### src/rtl/div_restoring_param.sv
// Multi-cycle restoring divider with a ready/start handshake and a divide-by-zero fast path.
// Define DIV_SIGNED_EN for two's-complement operands; this adds one FIX cycle.
module div_restoring_param #(
    parameter int WIDTH = 7,
    parameter int CNT_W = $clog2(WIDTH + 1)
) (
    input  logic             clk,
    input  logic             rst,
    input  logic             start,
    input  logic [WIDTH-1:0] A_in,
    input  logic [WIDTH-1:0] B_in,
    output logic             ready,
    output logic             busy,
    output logic             done,
    output logic [WIDTH-1:0] Q,
    output logic [WIDTH-1:0] R,
    output logic             div0
);

    localparam logic [1:0] IDLE = 2'd0;
    localparam logic [1:0] ITER = 2'd1;
    localparam logic [1:0] DONE = 2'd3;
`ifdef DIV_SIGNED_EN
    localparam logic [1:0] FIX  = 2'd2;
`endif

    logic [1:0]       state_q, state_d;
    logic [WIDTH-1:0] p_q, p_d;       // stored remainder always fits WIDTH bits
    logic [WIDTH-1:0] dvd_q, dvd_d;   // dividend shifts out, quotient shifts in
    logic [WIDTH-1:0] dvs_q, dvs_d;
    logic [CNT_W-1:0] cnt_q, cnt_d;
    logic [WIDTH-1:0] q_q, q_d;
    logic [WIDTH-1:0] r_q, r_d;
    logic             div0_q, div0_d;
`ifdef DIV_SIGNED_EN
    logic             sa_q, sa_d, sb_q, sb_d;
`endif

    logic [WIDTH:0]   p_sh, p_it;
    logic             ge;
    logic [WIDTH-1:0] dvd_it;
    logic [WIDTH-1:0] a_mag, b_mag;

    // One restoring step on the WIDTH+1-bit partial remainder.
    always_comb begin
        p_sh   = {p_q, dvd_q[WIDTH-1]};
        ge     = (p_sh >= {1'b0, dvs_q});
        p_it   = ge ? (p_sh - {1'b0, dvs_q}) : p_sh;
        dvd_it = {dvd_q[WIDTH-2:0], ge};
    end

`ifdef DIV_SIGNED_EN
    assign a_mag = A_in[WIDTH-1] ? (~A_in + 1'b1) : A_in;
    assign b_mag = B_in[WIDTH-1] ? (~B_in + 1'b1) : B_in;
`else
    assign a_mag = A_in;
    assign b_mag = B_in;
`endif

    assign ready = (state_q == IDLE) || (state_q == DONE);
    assign busy  = !ready;
    assign done  = (state_q == DONE);
    assign Q     = q_q;
    assign R     = r_q;
    assign div0  = div0_q;

    always_comb begin
        state_d = state_q;
        p_d     = p_q;
        dvd_d   = dvd_q;
        dvs_d   = dvs_q;
        cnt_d   = cnt_q;
        q_d     = q_q;
        r_d     = r_q;
        div0_d  = div0_q;
`ifdef DIV_SIGNED_EN
        sa_d    = sa_q;
        sb_d    = sb_q;
`endif
        case (state_q)
            IDLE, DONE: begin
                state_d = IDLE;
                if (start) begin
`ifdef DIV_SIGNED_EN
                    sa_d = A_in[WIDTH-1];
                    sb_d = B_in[WIDTH-1];
`endif
                    dvd_d = a_mag;
                    dvs_d = b_mag;
                    if (B_in == '0) begin
                        state_d = DONE;
                        q_d     = '1;
                        r_d     = A_in;
                        div0_d  = 1'b1;
                    end else begin
                        state_d = ITER;
                        p_d     = '0;
                        cnt_d   = CNT_W'(WIDTH);
                    end
                end
            end
            ITER: begin
                p_d   = p_it[WIDTH-1:0];
                dvd_d = dvd_it;
                cnt_d = cnt_q - CNT_W'(1);
                if (cnt_q == CNT_W'(1)) begin
`ifdef DIV_SIGNED_EN
                    state_d = FIX;
`else
                    state_d = DONE;
                    q_d     = dvd_it;
                    r_d     = p_it[WIDTH-1:0];
                    div0_d  = 1'b0;
`endif
                end
            end
`ifdef DIV_SIGNED_EN
            // Truncating division: quotient sign from sA^sB, remainder follows dividend.
            FIX: begin
                state_d = DONE;
                q_d     = (sa_q ^ sb_q) ? (~dvd_q + 1'b1) : dvd_q;
                r_d     = sa_q ? (~p_q + 1'b1) : p_q;
                div0_d  = 1'b0;
            end
`endif
            default: state_d = IDLE;
        endcase
    end

    always_ff @(posedge clk or negedge rst) begin
        if (!rst) begin
            state_q <= IDLE;
            p_q     <= '0;
            dvd_q   <= '0;
            dvs_q   <= '0;
            cnt_q   <= '0;
            q_q     <= '0;
            r_q     <= '0;
            div0_q  <= 1'b0;
`ifdef DIV_SIGNED_EN
            sa_q    <= 1'b0;
            sb_q    <= 1'b0;
`endif
        end else begin
            state_q <= state_d;
            p_q     <= p_d;
            dvd_q   <= dvd_d;
            dvs_q   <= dvs_d;
            cnt_q   <= cnt_d;
            q_q     <= q_d;
            r_q     <= r_d;
            div0_q  <= div0_d;
`ifdef DIV_SIGNED_EN
            sa_q    <= sa_d;
            sb_q    <= sb_d;
`endif
        end
    end

endmodule

### config.mk
export PLATFORM = sky130hd
export DESIGN_NAME = div_restoring_param
export DESIGN_NICKNAME = d
export VERILOG_FILES = /design/src/rtl/div_restoring_param.sv
export SDC_FILE = /design/constraint.sdc
export NUM_CORES = 1
export LEC_CHECK = 0
export ABC_CLOCK_PERIOD_IN_PS = 3850
export CORE_MARGIN = 2
export CORE_UTILIZATION = 41
export CTS_BUF_LIST = sky130_fd_sc_hd__clkbuf_4 sky130_fd_sc_hd__clkbuf_8
export CTS_CLUSTER_DIAMETER = 40
export DETAILED_ROUTE_END_ITERATION = 8
export MAX_ROUTING_LAYER = met4
export SYNTH_ARGS = -nofsm -noshare
export SYNTH_HDL_FRONTEND = slang
export SYNTH_SLANG_ARGS = --single-unit
### constraint.sdc
create_clock -name clk -period 3.85 [get_ports clk]
set_input_delay 0.9625 -clock clk [delete_from_list [all_inputs] [get_ports clk]]
set_output_delay 0.9625 -clock clk [all_outputs]
set_load 0.1 [all_outputs]
==> flow_summary.toml, run 1 <==
[detailed_routing]
ant_nets = 0
route.detailed.drc = 0
firstDrtPassIters = 4
wl_per_cell_microns = 15.14
vias = 1918
totalWireLength_microns = 5346
vias_per_cell = 5.433
drt_iter0_markers = 108

[synthesis]
yosysWarnings = 0
synth.distinct_cells = 45
synth_xor_area_frac = 0.007519
ys_seq_area_frac = 0.4404
ys_ff_latch = 41
synth_area_sq_um = 2330
async_flop_share = 1.000
synth_ff_type = "dfrtp_1"
synth_top_family_by_area = "compound AO/OA/AOI/OAI gates"
synth.area.mux_share = 0.05693
synth-adder-area-share = 0.07304
synth_edf_count = 0
syn_nets = 278
syn_area_per_cell_sq_um = 9.394
synth-simple-area-share = 0.1332
syn_inst = 248
synth_compound_area_frac = 0.2411

[timing]
post-route-period-util = 0.7280
fin_skew_ps = 6.010
slew_viol_final = 0
slew_headroom = 0.3388
tightest_slew_ps = 988.7
max_freq_mhz = 356.8
hold_violations = 0
setup_ws_ps = 1047
grt_setup_unrepaired = "false"
setup_tns_ps = 0
finalSetupViolCount = 0
period_needed_ps = 2803

[cts]
tritoncts = "yes"
h-tree-depth = 2
root_buffer = "clkbuf_8"
path_clk_slew_ps = 80
clk_latency_ps = 300
post_cts_resized = 0
cts_hold_buf = 0
cts.sinks = 41
post_cts_buffers = 0
numCtsBuffers = 5
clockBufferDepth = 2

[setup_path]
path_buf_inv = 1
slowest_delay_ps = 1160
worst_setup_path_end_kind = "output port"
cp_cell_sequence = "clkdlybuf4s50_1"
required_ps = 2890
rrSetupSlack_ps = 1220
worstPathArrival_ps = 1840
critPathMaxFanout = 2
worstReg2RegEnd = "R[3]$_DFFE_PN0P_"
worst-r2r-cell-count = 9
reg2reg_from = "dvd_q[6]$_DFFE_PN0P_"
critical_path.slowest_cell = "clkdlybuf4s50_1"
crit_family = "buffers and inverters"
path_class = "reg -> out"
cp-start-kind = "register"

[die]
dieArea_sq_um = 6301
die_height_microns = 79.38
fp-row-count = 27
io-pin-count = 35
coreArea_sq_um = 5507
start_util = 0.4231
die_x_microns = 79.38

[global_routing]
grt_max_degree = 42
grt_pass1_vias = 1786
grt_remaining_overflow = 0
groute.usage.overall = 0.1899
grt_pass1_wl_microns = 8970
antenna_found_initial = 0

[finish]
drive_above_1_share = 0.1068
final_util = 0.5081
diodes = 0
fillerInstances = 523
nNetsFinal = 310
area_growth_syn_to_layout_pct = 20.09
fin_cells = 353

[status]
status = "completed"

[min_path]
hold_depth = 2
hold_start = "Q[1]$_DFFE_PN0P_"
hold_class = "reg -> reg"
min_to = "Q[1]$_DFFE_PN0P_"

[placement]
placedCellCount = 345
pre_cts_ws_ps = 815.5
io_buffers = 34
gp_congestion = 0.7853
place_hpwl_microns = 3925

[job]
max_cap_viol_count = 0
metal layers:
metal	share of wire	vias to the layer above	GRT usage
met3	0.039	8	0.04186
met1	0.49	898	0.2606
met5	0	-	-
li1	-	970	-
met4	0.016	0	0.06207
met2	0.45	42	0.2814
cells in the mapped netlist (2+ instances only):
| library cell | n | share of area |
|---|---|---|
| o211ai_1 | 2 | 0.0064 |
| mux2i_1 | 2 | 0.0086 |
| nand2b_1 | 4 | 0.011 |
| nand3_1 | 6 | 0.013 |
| or3_1 | 2 | 0.0054 |
| ha_1 | 12 | 0.064 |
| clkbuf_1 | 7 | 0.011 |
| o22ai_1 | 15 | 0.040 |
| nor3_1 | 4 | 0.0086 |
| nand2_1 | 24 | 0.039 |
| a21o_1 | 4 | 0.013 |
| a221oi_1 | 2 | 0.0075 |
| a211oi_1 | 3 | 0.0097 |
| o21ai_0 | 18 | 0.039 |
| dfrtp_1 | 41 | 0.44 |
| o21ai_1 | 2 | 0.0043 |
| mux2_2 | 10 | 0.048 |
| o21a_1 | 2 | 0.0064 |
| nor2_1 | 18 | 0.029 |
| a21oi_1 | 22 | 0.047 |
| nor2b_1 | 2 | 0.0054 |
| a31oi_1 | 4 | 0.011 |
| inv_1 | 16 | 0.026 |
| a31o_2 | 2 | 0.0075 |
| o311ai_0 | 4 | 0.015 |
logic make-up (layout without fill, tap and decap cells):
family                   count (synthesis)  after routing
AO/OA/AOI/OAI                           87             87
AND/OR/NAND/NOR                         66             66
flip-flops                              41             41
buffers and inverters                   27             60
adder cells (fa/ha/maj)                 13             13
multiplexers                            12             12
XOR/XNOR                                 2              2
state kept, by name (all words and copies together) (netlist names):
name,flops
dvd_q,7
cnt_q,3
div0,1
dvs_q,7
R,7
Q,7
p_q,7
state_q,2
worst reg2reg max path, cell delays in order (launching register included):
cell      delay (ps)
dfrtp_1          430
inv_1             70
ha_1             160
inv_1             50
fa_1             390
nand3_1          170
a31oi_1          180
nor2_1           520
o311ai_0         310
a22o_1           230
worst max-delay path by stage:
stage / start / endpoint / slack, ps / cells past startpoint
after floorplan: state_q[0]$_DFFE_PN0N_ / busy / 740 / 4
after global placement: B_in[2] / R[0]$_DFFE_PN0P_ / 840 / 5
after detailed placement: B_in[2] / R[2]$_DFFE_PN0P_ / 820 / 6
after CTS: R[5]$_DFFE_PN0P_ / R[5] / 1040 / 1
after global routing: state_q[0]$_DFFE_PN0N_ / ready / 1010 / 3
final: R[6]$_DFFE_PN0P_ / R[6] / 1050 / 1
placed cells by master, fill, tap and decap left out, drive strengths merged, types with 2 or more instances in the layout:
cell            n
a211oi          3
o21a            2
ha             12
o31ai           2
buf             6
inv            16
o21ai          20
dfrtp          41
a31oi           4
nor3            4
clkbuf          5
nand2          25
nor2           18
nor2b           2
mux2           10
a21o            4
o311ai          4
o211ai          2
clkinv          2
nand3           6
clkdlybuf4s50  30
a21oi          22
o22ai          15
a221oi          2
a31o            2
nand2b          4
mux2i           2
or3             2
final cells by class:
cell class,instances,area [sq um],share of cell area
repair buffers,36,342.8,0.1225
flip-flops and latches,41,1026,0.3667
multi-input cells,180,1192,0.4262
clock buffers,5,68.82,0.02460
inverters,16,60.06,0.02147
clock inverters,3,17.52,0.006261
well taps,72,90.09,0.03220
through the flow:
| stage | cell area [sq um] | hold WS, ps |
|---|---|---|
| after floorplan | 2330 | 464.0 |
| after global placement | 2711 | 463.2 |
| after detailed placement | 2711 | 471.7 |
| after CTS | 2798 | 492.1 |
| after global routing | 2798 | 519.1 |
| final | 2798 | 484.5 |
Power of run 1 is left out: the tool's default activity adds up to more than one toggle a clock period on the data nets, which glitch-free logic cannot reach.
==> inputs of run 2 (changes only) <==
Settings changed: ABC_CLOCK_PERIOD_IN_PS 3850 to 2300, PLACE_DENSITY set to 0.66.
Clock period 3.85 ns to 2.3 ns, I/O delays scaled along.
==> run 2 against run 1 <==
- wire length is 13% higher
- hold slack worse by 150 ps
- non-clock buffer count is 25 higher
- cell count is 7.4% higher
- sequential cell count stayed put
- count of clock-buffer cells in the layout is 1 higher
- via count is 7.3% higher
- sequential share of layout area is 3.1 points lower
- cell area is 9.3% higher
- die area stayed put
- clock skew is 5.7 ps higher
- critical path type is now in -> reg
- critical path depth is 5 higher
- largest cell class unchanged
==> flow_summary.toml, run 2 (same netlist as run 1, synthesis figures left out) <==
[setup_path]
cp-start-kind = "input port"
worst-r2r-cell-count = 7
slowest_delay_ps = 580
path_buf_inv = 2
reg2reg_from = "p_q[5]$_DFFE_PN0P_"
worstPathArrival_ps = 2440
rrSetupSlack_ps = 100
path_class = "in -> reg"
critPathMaxFanout = 6
cp_cell_sequence = "clkdlybuf4s50_1, or4_4, o32ai_4, buf_4, nand2_2, a22o_1"
required_ps = 2500
worst_setup_path_end_kind = "register"
critical_path.slowest_cell = "or4_4"
crit_family = "simple AND/OR/NAND/NOR gates"
worstReg2RegEnd = "p_q[1]$_DFFE_PN0P_"

[cts]
clk_latency_ps = 300
cts.sinks = 41
h-tree-depth = 2
numCtsBuffers = 5
clockBufferDepth = 2
path_clk_slew_ps = 90
root_buffer = "clkbuf_8"
tritoncts = "yes"
cts_hold_buf = 0

[placement]
io_buffers = 34
place_hpwl_microns = 4355
gp_congestion = 0.8484

[min_path]
hold_class = "in -> async"

[die]
start_util = 0.4231
io-pin-count = 35
fp-row-count = 27
dieArea_sq_um = 6301
die_height_microns = 79.38
die_x_microns = 79.38
coreArea_sq_um = 5507

[detailed_routing]
drt_iter0_markers = 78
vias_per_cell = 5.430
vias = 2058
totalWireLength_microns = 6059
wl_per_cell_microns = 15.99
route.detailed.drc = 0
firstDrtPassIters = 4
ant_nets = 0

[finish]
area_growth_syn_to_layout_pct = 31.31
layout_common_cells = "41 x dfrtp_1, 41 x buf_4, 24 x nand2_1, 21 x a21oi_1, 18 x nor2_1"
nNetsFinal = 336
drive_above_1_share = 0.2671
diodes = 0

[timing]
hold_violations = 0
slew_headroom = 0.4526
grt_setup_unrepaired = "true"
max_freq_mhz = 446.7
post-route-period-util = 0.9733
period_needed_ps = 2239
slew_viol_final = 0
tightest_slew_ps = 815.6
fin_skew_ps = 11.71
finalSetupViolCount = 0
whs_ps = 331.3

[global_routing]
grt_pass1_wl_microns = 9528
grt_max_degree = 42
antenna_found_initial = 0
grt_remaining_overflow = 0
grt_pass1_vias = 1977
groute.usage.overall = 0.2004

[job]
max_cap_viol_count = 0

[status]
status = "completed"
## run 2: changes by cell type in the layout (fill, tap and decap cells not counted), sizes merged
cell / delta
buf: +40
clkbuf: +1
clkdlybuf4s50: -15
inv: -1
nand2: +1
## run 2: worst max-delay path by stage
stage                           startpoint                  to  depth (start not counted)
CTS                                B_in[2]    Q[3]$_DFFE_PN0P_                          6
floorplan           state_q[0]$_DFFE_PN0N_                busy                          4
detailed placement                 B_in[2]    Q[3]$_DFFE_PN0P_                          6
global placement                   B_in[2]  p_q[1]$_DFFE_PN0P_                          5
global route            p_q[5]$_DFFE_PN0P_  p_q[5]$_DFFE_PN0P_                          7
finish                             B_in[2]    R[3]$_DFFE_PN0P_                          6
## run 2: routing by layer
layer / wire length [microns] / vias up / GRT usage
met5: 0 / - / -
met4: 60 / 0 / 0.05172
met3: 304 / 7 / 0.03959
met2: 2847 / 51 / 0.3229
met1: 2847 / 984 / 0.2612
li1: - / 1016 / -
## run 2: area by class of cell
type                            count  area (sq um)
Tap cell                           72         90.09
Sequential cell                    41          1026
Inverter                           16         63.81
Timing Repair Buffer               61         534.3
Clock inverter                      2         13.76
Clock buffer                        6         82.58
Multi-Input combinational cell    181          1249
Fill cell                         536          2447
## run 2: worst reg2reg max path: cells and delay by family (launching register included)
family | cells | cell delay, ps
compound gates | 3 | 670
fa+ha+maj | 1 | 400
buf+inv | 1 | 180
flops | 1 | 400
mux | 1 | 270
simple gates | 1 | 180
## run 2: timing repair
action | 4_1_cts | 5_1_grt
endpoints found under the hold margin | 0 | 0
setup buffers | 2 | 3
pin swaps | 0 | 5
gates cloned | 0 | 1
endpoints found under the setup margin | 1 | 21
resized for setup | 0 | 14
## run 2: per-stage QoR
step | cells | area (sq um) | setup TNS, ps | setup slack (ps) | utilization
2_1_floorplan | 248 | 2347 | 0 | 92.00 | -
4_1_cts | 375 | 2989 | 0 | 12.32 | 0.5428
3_5_place_dp | 365 | 2878 | -5800 | -316.8 | 0.5226
6_report | 379 | 3059 | 0 | 61.41 | 0.5556
3_3_place_gp | 365 | 2878 | -5249 | -298.8 | 0.5226
5_1_grt | 379 | 3059 | -27.14 | -14.26 | 0.5556
Power of run 2 is left out for the same reason.
==> inputs of run 3 (changes only) <==
Settings changed: CTS_CLUSTER_SIZE set to 16, SKIP_CTS_REPAIR_TIMING set to 1.
==> run 3 against run 2 <==
- critical path depth did not move
- first-iteration DRC count rose by 62%
- sequential share of layout area shrank 0.055 points
- highest routed layer unchanged
- worst setup slack improved by 2.1 ps
- cell count fell by 0.26%
==> flow_summary.toml, run 3 (same netlist as run 1, synthesis figures left out) <==
[status]
status = "completed"

[cts]
tritoncts = "yes"
cts.sinks = 41
clockBufferDepth = 2
clk_latency_ps = 300
numCtsBuffers = 5
path_clk_slew_ps = 80
root_buffer = "clkbuf_8"
h-tree-depth = 2

[die]
io-pin-count = 35
die_height_microns = 79.38
coreArea_sq_um = 5507
fp-row-count = 27
dieArea_sq_um = 6301
die_x_microns = 79.38
start_util = 0.4231

[min_path]
hold_class = "in -> async"

[detailed_routing]
wl_per_cell_microns = 15.91
vias = 2072
totalWireLength_microns = 6015
top_layer = "met4"
firstDrtPassIters = 4
route.detailed.drc = 0
dr_wl_met2_microns = 2816
wl_met3_microns = 276
vias_per_cell = 5.481
drt_iter0_markers = 126
ant_nets = 0
wl_met1_microns = 2850

[setup_path]
critical_path.slowest_cell = "or4_4"
cp-start-kind = "input port"
worst_setup_path_end_kind = "register"
slowest_delay_ps = 530
critPathMaxFanout = 8
path_class = "in -> reg"
required_ps = 2520
cp_cell_sequence = "clkdlybuf4s50_1, or4_4, o32ai_4, nand2_4, buf_6, o31ai_2"
worstPathArrival_ps = 2460

[timing]
slew_viol_final = 0
setup_tns_ps = 0
fin_skew_ps = 10.73
period_needed_ps = 2236
slew_headroom = 0.4450
finalSetupViolCount = 0
tightest_slew_ps = 827.0
hold_violations = 0
max_freq_mhz = 447.1
post-route-period-util = 0.9724

[global_routing]
antenna_found_initial = 0
grt_pass1_vias = 1963
grt_remaining_overflow = 0
groute.usage.overall = 0.1989
grt_max_degree = 42
grt_pass1_wl_microns = 9446

[finish]
fin_area_sq_um = 3064
nNetsFinal = 335
regArea_sq_um = 1026
diodes = 0
multi_input_area_sq_um = 1249
layout_common_cells = "41 x dfrtp_1, 38 x buf_4, 24 x nand2_1, 22 x a21oi_1, 18 x nor2_1"
final_common_cell = "dfrtp_1"
drive_above_1_share = 0.2614
area_growth_syn_to_layout_pct = 31.53
fillerInstances = 523

[placement]
place_hpwl_microns = 4355
gp_congestion = 0.8484
io_buffers = 34
place_area_sq_um = 2878

[job]
max_cap_viol_count = 0
==> run 3: cell count changes in the layout (fill, tap and decap cells not counted), moves of 2 or more <==
cell | previous run | this run
buf_4 | 41 | 38
buf_6 | 1 | 3
clkdlybuf4s50_1 | 15 | 13
dlymetal6s2s_1 | 0 | 2
==> run 3: final timing paths <==
path	start	end	slack, ps	cells past startpoint
max	B_in[4]	R[4]$_DFFE_PN0P_	60	6
min	rst	dvs_q[0]$_DFFE_PN0P_	330	2
max reg2reg	p_q[5]$_DFFE_PN0P_	p_q[1]$_DFFE_PN0P_	110	7
min reg2reg	Q[4]$_DFFE_PN0P_	Q[4]$_DFFE_PN0P_	490	2
max in group asynchronous	rst	dvs_q[3]$_DFFE_PN0P_	1600	2
min in group clk	Q[4]$_DFFE_PN0P_	Q[4]$_DFFE_PN0P_	490	2
==> run 3: through the flow <==
stage               worst slack (ps)  instances  utilization  hold WS (ps)
finish                         63.54        378       0.5565         328.5
detailed placement            -316.8        365       0.5226         473.0
floorplan                      92.00        248            -         279.4
global placement              -298.8        365       0.5226         464.8
CTS                           -8.997        373       0.5401         356.9
global route                  -4.900        378       0.5565         366.9
==> run 3: area by class of cell <==
| type | instances | area share |
|---|---|---|
| multi-input cells | 181 | 0.4075 |
| flip-flops and latches | 41 | 0.3348 |
| repair buffers | 60 | 0.1760 |
| well taps | 72 | 0.02940 |
| clock buffers | 6 | 0.02695 |
| inverters | 16 | 0.02082 |
| clock inverters | 2 | 0.004492 |
==> run 3: critical path: cells and delay by family <==
family	cells	cell delay, ps
and+or+nand+nor	2	690
AOI/OAI and AO/OA	2	560
buffers and inverters	2	620
==> run 3: metal layers <==
layer | GRT usage | vias to the layer above
li1 | - | 1017
met1 | 0.2605 | 995
met2 | 0.3186 | 53
met3 | 0.03959 | 7
met4 | 0.05172 | 0
met5 | - | -
Power of run 3 is left out for the same reason.
